### src/rtl/ps2_scancode_decoder.sv
// PS/2 Set-2 scancode byte stream -> one event per key action (make/break, E0/F0/E1 prefixes).
// Optional macro PS2_TYPEMATIC_FILTER_EN suppresses typematic repeats of the held key.
module ps2_scancode_decoder #(
    parameter int CNT_W       = 8,
    parameter int TIMEOUT_CYC = 1000000
) (
    input  logic             clk,
    input  logic             rst,
    input  logic             in_valid,
    input  logic [7:0]       in_data,
    output logic             key_valid,
    output logic [7:0]       key_code,
    output logic             key_ext,
    output logic             key_release,
    output logic [7:0]       key_ascii,
    output logic             key_down,
    output logic [CNT_W-1:0] press_cnt
);

    localparam logic [2:0] S_IDLE    = 3'd0;
    localparam logic [2:0] S_EXT     = 3'd1;
    localparam logic [2:0] S_BRK     = 3'd2;
    localparam logic [2:0] S_EXT_BRK = 3'd3;
    localparam logic [2:0] S_PAUSE   = 3'd4;

    localparam int         TW       = (TIMEOUT_CYC > 1) ? $clog2(TIMEOUT_CYC) : 1;
    localparam logic [TW-1:0] TMO_LAST = TW'((TIMEOUT_CYC > 0) ? TIMEOUT_CYC - 1 : 0);

    logic [2:0]    state, state_nxt;
    logic [2:0]    skip, skip_nxt;
    logic [TW-1:0] tmo_cnt;
    logic          tmo_exp;
    logic          ev, ev_ext, ev_rel;
    logic          held_vld, held_ext;
    logic [7:0]    held_code;
    logic          is_make, held_match, emit;

    function automatic logic [7:0] to_ascii(input logic [7:0] c);
        case (c)
            8'h1C: to_ascii = 8'h61; 8'h32: to_ascii = 8'h62; 8'h21: to_ascii = 8'h63;
            8'h23: to_ascii = 8'h64; 8'h24: to_ascii = 8'h65; 8'h2B: to_ascii = 8'h66;
            8'h34: to_ascii = 8'h67; 8'h33: to_ascii = 8'h68; 8'h43: to_ascii = 8'h69;
            8'h3B: to_ascii = 8'h6A; 8'h42: to_ascii = 8'h6B; 8'h4B: to_ascii = 8'h6C;
            8'h3A: to_ascii = 8'h6D; 8'h31: to_ascii = 8'h6E; 8'h44: to_ascii = 8'h6F;
            8'h4D: to_ascii = 8'h70; 8'h15: to_ascii = 8'h71; 8'h2D: to_ascii = 8'h72;
            8'h1B: to_ascii = 8'h73; 8'h2C: to_ascii = 8'h74; 8'h3C: to_ascii = 8'h75;
            8'h2A: to_ascii = 8'h76; 8'h1D: to_ascii = 8'h77; 8'h22: to_ascii = 8'h78;
            8'h35: to_ascii = 8'h79; 8'h1A: to_ascii = 8'h7A;
            8'h45: to_ascii = 8'h30; 8'h16: to_ascii = 8'h31; 8'h1E: to_ascii = 8'h32;
            8'h26: to_ascii = 8'h33; 8'h25: to_ascii = 8'h34; 8'h2E: to_ascii = 8'h35;
            8'h36: to_ascii = 8'h36; 8'h3D: to_ascii = 8'h37; 8'h3E: to_ascii = 8'h38;
            8'h46: to_ascii = 8'h39;
            default: to_ascii = 8'h00;
        endcase
    endfunction

    // Expiry only when no byte arrives this cycle: a coincident byte is parsed in the current state.
    assign tmo_exp = (TIMEOUT_CYC > 0) && (state != S_IDLE) && !in_valid && (tmo_cnt == TMO_LAST);

    always_comb begin
        state_nxt = state;
        skip_nxt  = skip;
        ev        = 1'b0;
        ev_ext    = 1'b0;
        ev_rel    = 1'b0;
        if (in_valid) begin
            case (state)
                S_IDLE: begin
                    case (in_data)
                        8'hE0: state_nxt = S_EXT;
                        8'hF0: state_nxt = S_BRK;
                        8'hE1: begin
                            state_nxt = S_PAUSE;
                            skip_nxt  = 3'd7;
                        end
                        8'hAA, 8'hFA, 8'hEE, 8'hFE, 8'h00, 8'hFF: ;
                        default: ev = 1'b1;
                    endcase
                end
                S_EXT: begin
                    case (in_data)
                        8'hF0:        state_nxt = S_EXT_BRK;
                        8'hE0, 8'hE1: state_nxt = S_EXT;
                        default: begin
                            ev        = 1'b1;
                            ev_ext    = 1'b1;
                            state_nxt = S_IDLE;
                        end
                    endcase
                end
                S_BRK: begin
                    ev        = 1'b1;
                    ev_rel    = 1'b1;
                    state_nxt = S_IDLE;
                end
                S_EXT_BRK: begin
                    ev        = 1'b1;
                    ev_ext    = 1'b1;
                    ev_rel    = 1'b1;
                    state_nxt = S_IDLE;
                end
                S_PAUSE: begin
                    skip_nxt = skip - 3'd1;
                    if (skip == 3'd1) state_nxt = S_IDLE;
                end
                default: state_nxt = S_IDLE;
            endcase
        end else if (tmo_exp) begin
            state_nxt = S_IDLE;
        end
    end

    assign is_make    = ev && !ev_rel;
    assign held_match = held_vld && (held_code == in_data) && (held_ext == ev_ext);
`ifdef PS2_TYPEMATIC_FILTER_EN
    assign emit = ev && !(is_make && held_match);
`else
    assign emit = ev;
`endif

    always_ff @(posedge clk or negedge rst) begin
        if (!rst) begin
            state       <= S_IDLE;
            skip        <= '0;
            tmo_cnt     <= '0;
            key_valid   <= 1'b0;
            key_code    <= '0;
            key_ext     <= 1'b0;
            key_release <= 1'b0;
            key_ascii   <= '0;
            held_vld    <= 1'b0;
            held_ext    <= 1'b0;
            held_code   <= '0;
            press_cnt   <= '0;
        end else begin
            state     <= state_nxt;
            skip      <= skip_nxt;
            key_valid <= emit;
            if (in_valid || state == S_IDLE || tmo_exp) tmo_cnt <= '0;
            else                                        tmo_cnt <= tmo_cnt + TW'(1);
            if (emit) begin
                key_code    <= in_data;
                key_ext     <= ev_ext;
                key_release <= ev_rel;
                key_ascii   <= to_ascii(in_data);
            end
            if (is_make) begin
                held_vld  <= 1'b1;
                held_code <= in_data;
                held_ext  <= ev_ext;
            end else if (ev && held_match) begin
                held_vld <= 1'b0;
            end
            if (emit && is_make) press_cnt <= press_cnt + CNT_W'(1);
        end
    end

    assign key_down = held_vld;

endmodule

### config.mk
export PLATFORM = sky130hd
export DESIGN_NAME = ps2_scancode_decoder
export DESIGN_NICKNAME = d
export VERILOG_FILES = /design/src/rtl/ps2_scancode_decoder.sv
export SDC_FILE = /design/constraint.sdc
export NUM_CORES = 1
export LEC_CHECK = 0
export ABC_AREA = 1
export CAP_MARGIN = 5
export CORE_MARGIN = 8
export CORE_UTILIZATION = 60
export DETAILED_ROUTE_END_ITERATION = 8
export PLACE_DENSITY_LB_ADDON = 0.2
export SLEW_MARGIN = 20
export SYNTH_ARGS = -nofsm -noshare
export SYNTH_HDL_FRONTEND = slang
export SYNTH_SLANG_ARGS = --single-unit
### constraint.sdc
create_clock -name clk -period 3.9 [get_ports clk]
set_clock_uncertainty 0.2 [all_clocks]
set_input_delay 0.975 -clock clk [delete_from_list [all_inputs] [get_ports clk]]
set_output_delay 0.975 -clock clk [all_outputs]
set_load 0.1 [all_outputs]
==> impl_metrics.ini <==
[finish]
fin_util_pct = 72.2
fillers = 486
finish.instance_area_mm2 = 0.00428
nNetsFinal = 550
layout.cells.non_filler = 608
areaGrowthSynthToFinish_pct = 16.3
drive_gt1_share_pct = 9.38
antenna_cells = 0

[setup_path]
reg2reg_slack_ps = 1480
crit_arrival_ps = 3420
reg2reg_to = tmo_cnt[2]
cp-end-kind = register
crit_fanout = 24
reg2reg_depth = 8
crit_path_start_kind = input pin
path_class = in2reg
worstReg2RegStart = tmo_cnt[0]
required_ps = 3980

[clocking]
cts_hold_buffers = 0
cts_tree = built
cts_buffer_depth = 2
clock_latency_ps = 340
cts_sinks = 62
htreeDepth = 3
postCtsSetupBuffers = 0
cts_resized = 0
clk_pin_slew_worst_paths_ps = 70
cts_made_buffers = 9
root_buffer = clkbuf_8

[timing]
hold_viol = 0
period_needed_ps = 3330
worst_pin_slew_ps = 976
rsz0062_at_grt = false
setup_violations = 0
slew_violations = 0
fmax_ghz = 0.300
tns_ps = 0
slew_headroom_pct = 34.7
finalCritPeriodShare_pct = 85.5

[routing]
num_vias = 3539
first_iter_violations = 311
avgRoutedWirePerCell_um = 15.6
ant_nets = 0
via_per_inst = 5.82
drt_first_pass_iters = 5
routed_wl_mm = 9.47
drcViolationCount = 0

[synth]
avgSynthCellArea_um2 = 7.54
synth_edf_count = 0
synthArstFlopShare_pct = 100
syn_inst = 488
dominantRegCellSynth = dfrtp_1
yosysUniqueCellTypes = 35
seq_area_frac_synth_pct = 42.2
synthTopCellsByArea = dfrtp_1 42%, nand2_1 14%, o21ai_0 5.9%
yosysTopAreaCellShare_pct = 42.2
yosysWarnings = 0
synth.most_common_cell = nand2_1
ys_seq_elements = 62
synth_area_leader_cell = dfrtp_1
syn_nets = 510
synthTopCellsByCount = 141 x nand2_1, 62 x dfrtp_1, 53 x nor2_1
netlist_area_mm2 = 0.00368

[power]
p_int_mw = 1.53
p_sw_mw = 1.43
seq_power_share_pct = 31.2
swShare_pct = 48.5
peakVddDrop_mv = 0.639
leakage_nw = 2.05
powerDensity_mw_per_mm2 = 692
clkPwrFrac_pct = 22.0
comb_power_share_pct = 46.8

[global_route]
antenna_found_initial = 0
grt_pass1_vias = 3294
grt.overflow.total = 0
grt_max_degree = 46
grt.total_usage_pct = 21.9
grt_pass1_wl_mm = 15.7

[floorplanning]
start_util_pct = 62.1
core-area_mm2 = 0.00592
die_w_um = 94.3
row_count = 28
die_y_um = 94.3
die_area_mm2 = 0.00889
ios = 39

[placement]
dp_hpwl_mm = 6.85
placed_area_mm2 = 0.00404
place.gp.congestion = 0.976
dp.cells = 592
portBuffers = 37

[min_path]
hold_end = tmo_cnt[0]
min_path_cells = 1
hp-class = reg2reg
hold_start = tmo_cnt[0]

[flow_run]
max-cap-violations = 0

[outcome]
status = finished clean
[registers in the layout, summed over array words and instances (netlist names), 3 cells and up]
| name | cells |
|---|---|
| press_cnt | 8 |
| skip | 3 |
| held_code | 8 |
| state | 3 |
| key_ascii | 7 |
| key_code | 8 |
| tmo_cnt | 20 |
[cell type report]
class                           count  area (um^2)  share of cell area, %
Multi-Input combinational cell    366         1850                   43.2
Tap cell                           75         93.8                   2.19
Timing Repair Buffer               43          378                   8.84
Clock inverter                      5         81.3                   1.90
Inverter                           46          173                   4.04
Sequential cell                    62         1550                   36.3
Clock buffer                       11          151                   3.54
[cells by family after synthesis]
group	synth area share, %
AOI/OAI and AO/OA	13.0
other	0.102
DFF	42.2
xor gates and xnor gates	4.29
buffers and inverters	7.58
and+or+nand+nor	29.1
adders and majority gates	3.74
[critical path: stages]
cell             delay (ps)
clkdlybuf4s50_1         600
inv_1                   220
ha_1                    270
inv_1                   120
nor2_2                   70
nand2_1                 100
nand2_1                 100
nor2_1                  110
nand2_1                  90
nand2_4                 130
nand2_4                 170
nor2_1                  280
nand2_1                 100
nand2_1                  70
[per-layer routing]
| layer | GRT usage [%] | vias to the layer above | routed length (um) |
|---|---|---|---|
| li1 | - | 1677 | - |
| met1 | 29.7 | 1664 | 4230 |
| met2 | 34.6 | 175 | 4290 |
| met3 | 4.64 | 23 | 801 |
| met4 | 5.81 | 0 | 148 |
| met5 | 0 | - | 0 |
[per-stage QoR]
step	hold WS, ps	setup WS, ps	total power [mW]
finish	267	565	2.96
floorplan	233	1250	2.02
detailed placement	256	253	2.31
global route	277	345	3.10
global placement	249	406	2.28
CTS	264	600	2.96
[placed cells by master, fill, tap and decap left out, types with 5 or more instances in the layout]
master,count
nand2_1,141
a21oi_1,14
xnor2_1,14
nor3_1,9
clkbuf_8,11
ha_1,11
inv_1,42
nand3_1,30
a31oi_1,5
buf_4,21
nand4_1,8
o21ai_0,43
nor2_1,53
clkdlybuf4s50_1,22
dfrtp_1,62
[power groups by stage]
stage	clock network, mW	registers (mW)	logic [mW]
after global routing	0.682	0.942	1.47
final	0.652	0.925	1.38
after CTS	0.649	0.923	1.39
after floorplan	0	1.55	0.467
after detailed placement	0	0.933	1.38
after global placement	0	0.926	1.36
[worst max-delay path by stage]
stage                          start      endpoint  slack (ps)  cells after the start
after global routing      in_data[1]  key_ascii[0]         350                     14
final                     in_data[1]  key_ascii[4]         570                     14
after CTS                 in_data[1]  key_ascii[4]         600                     14
after floorplan           in_data[1]  press_cnt[3]        1250                     14
after global placement    in_data[0]  key_ascii[4]         410                     14
after detailed placement  in_data[1]  key_ascii[4]         250                     14
(Power assumes the default switching activity.)
